<file path="src/rtl/ahb_arb_pkg.sv">
// Shared types and constants for the two-requester AHB command arbiter.
package ahb_arb_pkg;

  typedef enum logic [1:0] {
    ST_IDLE    = 2'd0,
    ST_BUSY    = 2'd1,
    ST_RELEASE = 2'd2
  } arb_state_e;

  localparam logic [2:0] SIZE_BYTE = 3'b000;
  localparam logic [2:0] SIZE_HALF = 3'b001;
  localparam logic [2:0] SIZE_WORD = 3'b010;

  localparam int NUM_REQ = 2;

  typedef struct packed {
    logic [31:0] addr;
    logic        wr;
    logic [2:0]  size;
    logic [31:0] wdata;
  } arb_req_t;

  // Counter must be able to hold the value TIMEOUT itself.
  function automatic int cnt_width(input int timeout);
    return $clog2(timeout + 1);
  endfunction

endpackage

</file>
<file path="src/rtl/arb_grant_sel.sv">
// Combinational winner selection for two requesters.
// AHB_ARB_RR_EN: pointer-based round-robin; otherwise fixed priority to m0.
module arb_grant_sel
  import ahb_arb_pkg::*;
(
  input  logic [NUM_REQ-1:0] req,
`ifdef AHB_ARB_RR_EN
  input  logic               ptr,
`endif
  output logic               gnt_vld,
  output logic               gnt_id
);

  assign gnt_vld = |req;

`ifdef AHB_ARB_RR_EN
  // On contention the pointer decides; a lone requester always wins.
  assign gnt_id = (req[0] & req[1]) ? ptr : req[1];
`else
  assign gnt_id = ~req[0] & req[1];
`endif

endmodule

</file>
<file path="src/rtl/ahb_arbiter.sv">
// Two-requester arbiter in front of ahb_master with per-access timeout.
// AHB_ARB_RR_EN selects round-robin arbitration (default: m0 fixed priority).
module ahb_arbiter
  import ahb_arb_pkg::*;
#(
  parameter int TIMEOUT = 255
) (
  input  logic        hclk,
  input  logic        hreset_n,
  input  logic        m0_req,
  input  logic [31:0] m0_addr,
  input  logic        m0_wr,
  input  logic [2:0]  m0_size,
  input  logic [31:0] m0_wdata,
  output logic [31:0] m0_rdata,
  output logic        m0_done,
  output logic        m0_err,
  input  logic        m1_req,
  input  logic [31:0] m1_addr,
  input  logic        m1_wr,
  input  logic [2:0]  m1_size,
  input  logic [31:0] m1_wdata,
  output logic [31:0] m1_rdata,
  output logic        m1_done,
  output logic        m1_err,
  output logic [31:0] ram_addr_i,
  output logic [2:0]  ram_size_i,
  output logic        ram_rd_en,
  output logic        ram_wd_en,
  output logic [31:0] ram_wd_data,
  input  logic [31:0] ram_rd_data,
  input  logic        ram_ready,
  output logic        busy_o
);

  localparam int            CW       = cnt_width(TIMEOUT);
  localparam logic [CW-1:0] TMO_LAST = CW'(TIMEOUT);

  arb_state_e                     state, state_nxt;
  arb_req_t [NUM_REQ-1:0]         req_bus;
  arb_req_t                       win;
  logic [NUM_REQ-1:0]             req;
  logic [NUM_REQ-1:0]             done_q, err_q;
  logic [NUM_REQ-1:0][31:0]       rdata_q;
  logic [CW-1:0]                  tmo_cnt;
  logic                           owner, gnt_vld, gnt_id;
  logic                           grant, fin_ok, fin_to;

  assign req        = {m1_req, m0_req};
  assign req_bus[0] = '{addr: m0_addr, wr: m0_wr, size: m0_size, wdata: m0_wdata};
  assign req_bus[1] = '{addr: m1_addr, wr: m1_wr, size: m1_size, wdata: m1_wdata};
  assign win        = req_bus[gnt_id];

`ifdef AHB_ARB_RR_EN
  logic rr_ptr;

  always_ff @(posedge hclk or negedge hreset_n)
    if (!hreset_n)                rr_ptr <= 1'b0;
    else if (state == ST_RELEASE) rr_ptr <= ~owner;

  arb_grant_sel u_sel (.req(req), .ptr(rr_ptr), .gnt_vld(gnt_vld), .gnt_id(gnt_id));
`else
  arb_grant_sel u_sel (.req(req), .gnt_vld(gnt_vld), .gnt_id(gnt_id));
`endif

  always_ff @(posedge hclk or negedge hreset_n)
    if (!hreset_n) state <= ST_IDLE;
    else           state <= state_nxt;

  // ram_ready wins over the timeout when both land on the same cycle.
  always_comb begin
    state_nxt = state;
    grant     = 1'b0;
    fin_ok    = 1'b0;
    fin_to    = 1'b0;
    unique case (state)
      ST_IDLE: if (gnt_vld) begin
        grant     = 1'b1;
        state_nxt = ST_BUSY;
      end
      ST_BUSY: if (ram_ready) begin
        fin_ok    = 1'b1;
        state_nxt = ST_RELEASE;
      end else if (tmo_cnt == TMO_LAST) begin
        fin_to    = 1'b1;
        state_nxt = ST_RELEASE;
      end
      ST_RELEASE: state_nxt = ST_IDLE;
      default:    state_nxt = ST_IDLE;
    endcase
  end

  always_ff @(posedge hclk or negedge hreset_n) begin
    if (!hreset_n) begin
      owner       <= 1'b0;
      tmo_cnt     <= '0;
      ram_addr_i  <= '0;
      ram_size_i  <= '0;
      ram_rd_en   <= 1'b0;
      ram_wd_en   <= 1'b0;
      ram_wd_data <= '0;
      done_q      <= '0;
      err_q       <= '0;
      rdata_q     <= '0;
    end else begin
      done_q <= '0;
      err_q  <= '0;
      if (grant) begin
        owner       <= gnt_id;
        ram_addr_i  <= win.addr;
        ram_size_i  <= win.size;
        ram_wd_data <= win.wdata;
        ram_rd_en   <= ~win.wr;
        ram_wd_en   <= win.wr;
      end
      if (state == ST_BUSY)    tmo_cnt <= tmo_cnt + CW'(1);
      if (state == ST_RELEASE) tmo_cnt <= '0;
      if (fin_ok || fin_to) begin
        ram_rd_en <= 1'b0;
        ram_wd_en <= 1'b0;
      end
      if (fin_ok) begin
        done_q[owner] <= 1'b1;
        if (!ram_wd_en) rdata_q[owner] <= ram_rd_data;
      end
      if (fin_to) err_q[owner] <= 1'b1;
    end
  end

  assign m0_done  = done_q[0];
  assign m1_done  = done_q[1];
  assign m0_err   = err_q[0];
  assign m1_err   = err_q[1];
  assign m0_rdata = rdata_q[0];
  assign m1_rdata = rdata_q[1];
  assign busy_o   = (state != ST_IDLE);

endmodule

</file>
<file path="config.mk">
export PLATFORM = sky130hd
export DESIGN_NAME = ahb_arbiter
export DESIGN_NICKNAME = d
export VERILOG_FILES = /design/src/rtl/ahb_arb_pkg.sv /design/src/rtl/arb_grant_sel.sv /design/src/rtl/ahb_arbiter.sv
export SDC_FILE = /design/constraint.sdc
export NUM_CORES = 1
export LEC_CHECK = 0
export CAP_MARGIN = 30
export CORE_MARGIN = 2
export CORE_UTILIZATION = 42
export CTS_BUF_LIST = sky130_fd_sc_hd__clkbuf_8
export DETAILED_ROUTE_END_ITERATION = 8
export MAX_ROUTING_LAYER = met4
export PLACE_DENSITY = 0.82
export SETUP_SLACK_MARGIN = 0.5
export SYNTH_ARGS = -nofsm -noshare
export SYNTH_HDL_FRONTEND = slang
export SYNTH_SLANG_ARGS = --single-unit
</file>
<file path="constraint.sdc">
create_clock -name hclk -period 2.29 [get_ports hclk]
set_input_delay 0.5725 -clock hclk [delete_from_list [all_inputs] [get_ports hclk]]
set_output_delay 0.5725 -clock hclk [all_outputs]
set_load 0.05 [all_outputs]
</file>
==> results.toml, run 1 <==
[hold_path]
min_path_type = "register to register"

[sta]
finalHoldViolCount = 0
fin_worst_skew_ns = 0.0116
period_minus_slack_ns = 1.87
min_period_over_period = 0.815
maxSlewViolCount = 0
rsz0062_at_grt = "true"
setup_viol = 0
max_slew_margin = 0.734
tns_ns = 0
clock.fmax_mhz = 536
tightestPinTransition_ns = 0.398

[cells_and_area]
instances_no_fill = 1048
nNetsFinal = 1025
drive_gt1_frac = 0.322
areaGrowthSynthToFinish_pct = 50.5
insertedDiodeCount = 0

[route]
wl_per_cell_um = 18.0
avgViaCountPerCell = 5.07
wirelength_um = 18900
drt_iter0_drc = 262
dr.pass1.iters = 4
ant_nets = 0
vias = 5310
drc = 0

[cts]
cts-root-buf = "clkbuf_8"
h-tree-depth = 4
clk-insertion-delay-late_ns = 0.45
numClockSinks = 148
cts_tree = "done"
clk_path_buf_depth = 2
clkTransAtPathRegs_ns = 0.08
cts_buffers = 17

[critical_path]
critPathKind = "register to output pin"
crit_path_start_kind = "register"
path_buf_inv = 3
endpoint_kind = "output pin"
crit_path_top_delay_cell = "dfrtp_1"
max_stage_delay_ns = 0.41
cp_max_fo = 3
required_ns = 1.72
crit_family = "flip-flops"
crit_arrival_ns = 1.29
crit_chain = "inv_2 > ha_4 > inv_4 > buf_12"

[power_and_ir_drop]
p_leak_nw = 4.90
irDropWorstVdd_mv = 0.809
p_per_area_nw_per_um2 = 1590

[global_route]
grt_pass1_wl_um = 28400
overflow = 0
grt_max_degree = 72
grt_pass1_vias = 5403
grt_use_total = 0.229
antenna_found_initial = 0

[yosys]
syn-cell-area_sq_um = 6540
synth-seq-cells = 148
synth_edf_count = 0
synthesis.nets = 695
synth_ff_type = "dfrtp_1"
synth_cell_types = 44
yosysSeqAreaShare = 0.567
synth_warnings = 0
synth_cells = 517
syn_area_per_cell_sq_um = 12.6
async_flop_share = 1.00

[flow_run]
drv_cap = 0

[floorplanning]
die-area_sq_um = 16600
rows = 45
die_h_um = 129
dieWidth_um = 129
start_util = 0.430
ios = 311
core_area_sq_um = 15200

[placement]
dp.cells = 1004
portBuffers = 310
gp_congestion = 0.808
dp_hpwl_um = 13800

[run_status]
status = "completed"
[repair_timing]
action                     4_1_cts  5_1_grt
cloned                           1        1
hold endpoints to repair        17        0
pin swaps                        1        1
buffers inserted                 4        5
gates resized for setup        571      114
hold buffers                     1        0
setup endpoints to repair      194      117
[state kept, by name (all words and copies together) (netlist names)]
| signal | flops |
|---|---|
| done_q | 2 |
| ram_addr_i | 32 |
| state | 2 |
| tmo_cnt | 8 |
| ram_size_i | 3 |
| err_q | 2 |
| m1_rdata | 32 |
| ram_rd_en | 1 |
| ram_wd_en | 1 |
| owner | 1 |
| ram_wd_data | 32 |
| m0_rdata | 32 |
[per-layer routing]
layer,vias to the layer above,track usage,share of wire
li1,2474,-,-
met1,2560,0.256,0.39
met2,238,0.384,0.51
met3,38,0.0690,0.074
met4,0,0.0934,0.029
met5,-,-,0
[worst paths after layout]
path                       slack, ns                        start  depth (start not counted)                          end
setup / recovery                0.42         state[1]$_DFFE_PN0P_                          4                       busy_o
hold / removal                  0.48  ram_wd_data[28]$_DFFE_PN0P_                          2  ram_wd_data[28]$_DFFE_PN0P_
setup reg to reg                0.45         state[0]$_DFFE_PN0P_                          6     m1_rdata[11]$_DFFE_PN0P_
hold reg to reg                 0.48  ram_wd_data[28]$_DFFE_PN0P_                          2  ram_wd_data[28]$_DFFE_PN0P_
max in group asynchronous       1.12                     hreset_n                          3            owner$_DFFE_PN0P_
min in group asynchronous       0.52                     hreset_n                          2  ram_wd_data[21]$_DFFE_PN0P_
[cell usage after synthesis (2+ instances only)]
library cell | number | area share
mux2_2 | 33 | 0.057
nand2b_1 | 4 | 0.0038
clkbuf_1 | 8 | 0.0046
buf_8 | 3 | 0.0069
nand2_1 | 72 | 0.041
or3_1 | 2 | 0.0019
nand3_1 | 5 | 0.0038
dfrtp_1 | 148 | 0.57
o21ai_1 | 30 | 0.023
nor2_1 | 3 | 0.0017
mux2_1 | 2 | 0.0034
a21oi_1 | 4 | 0.0031
inv_1 | 9 | 0.0052
mux2i_1 | 68 | 0.10
buf_2 | 7 | 0.0054
a31oi_1 | 2 | 0.0019
nor4_1 | 2 | 0.0019
buf_4 | 7 | 0.0080
ha_1 | 5 | 0.0096
buf_12 | 3 | 0.0092
o21ai_0 | 47 | 0.036
buf_6 | 2 | 0.0034
mux2_4 | 30 | 0.069
[report_power, final]
group          switching [W]  leakage, nW  internal [W]
Combinational        0.00631         2.90       0.00272
Sequential          0.000743         1.82       0.00386
Clock                0.00109        0.182      0.000885
Total                0.00814         4.90       0.00747
[layout by cell type (no fill, tap or decap), drive strengths merged, types with 2 or more instances in the layout]
| cell | instances |
|---|---|
| mux2 | 65 |
| a21oi | 4 |
| clkinv | 3 |
| ha | 5 |
| or3b | 2 |
| a31oi | 2 |
| buf | 164 |
| nand3 | 5 |
| nand2b | 4 |
| or3 | 2 |
| clkbuf | 18 |
| nand4 | 2 |
| inv | 16 |
| dfrtp | 148 |
| nor2 | 3 |
| clkinvlp | 4 |
| clkdlybuf4s50 | 171 |
| o21ai | 78 |
| nand2 | 73 |
| clkdlybuf4s15 | 3 |
| nor4 | 2 |
| mux2i | 68 |
[final cells by class]
class / instances / area, sq um
Clock buffer: 17 / 234
Clock inverter: 15 / 146
Fill cell: 1194 / 5370
Inverter: 9 / 36.3
Multi-Input combinational cell: 330 / 2590
Sequential cell: 148 / 3700
Tap cell: 188 / 235
Timing Repair Buffer: 341 / 2890
[cells by family after synthesis]
group | count (synthesis) | share of synthesized area
XOR/XNOR | 1 | 0.00134
buffers and inverters | 39 | 0.0427
AND/OR/NAND/NOR | 101 | 0.0733
flip-flops | 148 | 0.567
adder cells (fa/ha/maj) | 5 | 0.00957
AO/OA/AOI/OAI | 90 | 0.0729
multiplexers | 133 | 0.233
[worst reg2reg max path, cell delays in order (launching register included)]
cell and delay, ns:
dfrtp_1 0.41, buf_4 0.15, ha_2 0.22, and3_4 0.22
nand2_8 0.14, bufbuf_16 0.30, mux2_4 0.30
[metrics by stage]
| stage | power [W] | setup slack, ns | hold WS, ns | util | cell area (sq um) |
|---|---|---|---|---|---|
| 2_1_floorplan | 0.0109 | 0.637 | 0.277 | - | 6540 |
| 3_3_place_gp | 0.0143 | 0.144 | 0.426 | 0.653 | 9930 |
| 3_5_place_dp | 0.0146 | 0.0899 | 0.426 | 0.653 | 9930 |
| 4_1_cts | 0.0159 | 0.366 | 0.488 | 0.664 | 10100 |
| 5_1_grt | 0.0164 | 0.346 | 0.504 | 0.647 | 9830 |
| 6_report | 0.0156 | 0.423 | 0.482 | 0.647 | 9830 |
Power figures use the tool's default switching activity.
==> run 2, diff against run 1 <==
- clock period: 2.29 -> 1.9 ns (I/O delays scaled with it)
==> results.toml, run 2 (synthesis gave the netlist of run 1 again) <==
[floorplanning]
die-area_sq_um = 16600
start_util = 0.430
dieWidth_um = 129
ios = 311
die_h_um = 129
core_area_sq_um = 15200
rows = 45

[route]
wl_met3_um = 1690
wl_met1_um = 10300
met2_wirelength_um = 15200
avgViaCountPerCell = 5.32
wirelength_um = 28400
vias = 6533
drc = 0
dr.pass1.iters = 5
ant_nets = 0
drt_iter0_drc = 497
dr.max_layer_used = "met4"
wl_per_cell_um = 23.2

[sta]
min_period_over_period = 0.992
finalHoldViolCount = 0
max_slew_margin = 0.682
tightestPinTransition_ns = 0.477
fin_worst_skew_ns = 0.0196
period_minus_slack_ns = 1.88
setup_viol = 0
timing.hold.ws_ns = 0.517
clock.fmax_mhz = 531
rsz0062_at_grt = "true"
maxSlewViolCount = 0
tns_ns = 0

[cts]
clk-insertion-delay-late_ns = 0.46
h-tree-depth = 4
cts-root-buf = "clkbuf_8"
numClockSinks = 148
clkTransAtPathRegs_ns = 0.09
cts_buffers = 17
cts_tree = "done"
clk_path_buf_depth = 2

[critical_path]
crit_path_start_kind = "register"
cp_max_fo = 8
max_stage_delay_ns = 0.41
crit_family = "buffers and inverters"
crit_chain = "inv_2 > buf_6 > ha_4 > nand2_4 > nor3_4 > buf_6 > buf_16 > mux2_4"
critPathKind = "register to register"
crit_path_top_delay_cell = "dfrtp_1"
path_buf_inv = 4
required_ns = 2.23
endpoint_kind = "register"
crit_arrival_ns = 2.22
crit_path_frequent_cell = "buf_6"

[power_and_ir_drop]
p_per_area_nw_per_um2 = 2060
p_leak_nw = 6.57
irDropWorstVdd_mv = 1.28

[placement]
dp.cells = 1020
gp_congestion = 0.822
portBuffers = 310
dp_hpwl_um = 14100

[cells_and_area]
insertedDiodeCount = 0
instances_no_fill = 1228
final_util = 0.870
final_common_cell = "clkdlybuf4s50_1"
nNetsFinal = 1206
drive_gt1_frac = 0.554
final_cell_mix = "clkdlybuf4s50_1, buf_6, buf_4, dfrtp_1, mux2i_1"
areaGrowthSynthToFinish_pct = 102

[global_route]
grt_use_total = 0.259
grt_max_degree = 46
antenna_found_initial = 0
grt_pass1_vias = 6143
overflow = 0
grt_pass1_wl_um = 31900

[run_status]
status = "completed"

[flow_run]
drv_cap = 0

[hold_path]
min_path_type = "register to register"
-- run 2: cell count changes in the layout (fill, tap and decap cells not counted), moves of 9 or more --
cell       change
mux2_4        +32
buf_4        +134
nand2_2       +27
nand2_1       -60
nand2_4       +33
o21ai_0       -38
clkbuf_16      +9
buf_6        +159
o21ai_2       +40
buf_2        -133
mux2_2        -30
-- run 2: stage by stage --
step / power [W] / cell area [sq um] / setup slack [ns]
after global routing: 0.0281 / 13200 / -0.0256
after global placement: 0.0171 / 9850 / -0.154
final: 0.0272 / 13200 / 0.0155
after floorplan: 0.0135 / 6700 / 0.282
after detailed placement: 0.0175 / 9850 / -0.205
after CTS: 0.0224 / 11400 / 0.0643
-- run 2: what timing repair did --
action,4_1_cts,5_1_grt
endpoints found under the hold margin,40,0
hold buffers,1,0
cloned,4,11
gates resized for setup,140,251
pin swaps,3,55
setup endpoints to repair,277,279
setup buffers,63,98
-- run 2: worst register-to-register path: cells and delay by family, from the launching register on --
family | cells | cell delay (ns)
muxes | 1 | 0.33
adders and majority gates | 1 | 0.16
buffers and inverters | 4 | 0.57
DFF | 1 | 0.41
and+or+nand+nor | 2 | 0.31
-- run 2: cell type report --
class / instances / area [sq um]
Timing Repair Buffer: 522 / 5500
Sequential cell: 148 / 3710
Fill cell: 632 / 1980
Clock inverter: 14 / 190
Tap cell: 188 / 235
Inverter: 9 / 36.3
Multi-Input combinational cell: 330 / 3320
Clock buffer: 17 / 234
-- run 2: report_power, final --
part	total, W	leakage [nW]	switching, W	internal (W)
registers	0.00611	1.82	0.00144	0.00467
clock network	0.00273	0.211	0.00131	0.00142
logic	0.0184	4.54	0.00990	0.00846
total	0.0272	6.57	0.0126	0.0146
-- run 2: path summary, 6_finish.rpt --
path | startpoint | to | slack, ns | cells after the start
setup / recovery | state[1]$_DFFE_PN0P_ | m0_rdata[4]$_DFFE_PN0P_ | 0.02 | 8
hold / removal | ram_addr_i[22]$_DFFE_PN0P_ | ram_addr_i[22]$_DFFE_PN0P_ | 0.52 | 2
setup reg to reg | state[1]$_DFFE_PN0P_ | m0_rdata[4]$_DFFE_PN0P_ | 0.02 | 8
hold reg to reg | ram_addr_i[22]$_DFFE_PN0P_ | ram_addr_i[22]$_DFFE_PN0P_ | 0.52 | 2
max in group asynchronous | hreset_n | err_q[1]$_DFF_PN0_ | 0.76 | 3
min in group asynchronous | hreset_n | m1_rdata[23]$_DFFE_PN0P_ | 0.54 | 2
-- run 2: per-layer routing --
| layer | GRT usage | vias up |
|---|---|---|
| met1 | 0.291 | 3260 |
| met4 | 0.103 | 0 |
| met2 | 0.445 | 332 |
| li1 | - | 2840 |
| met3 | 0.0649 | 101 |
| met5 | - | - |
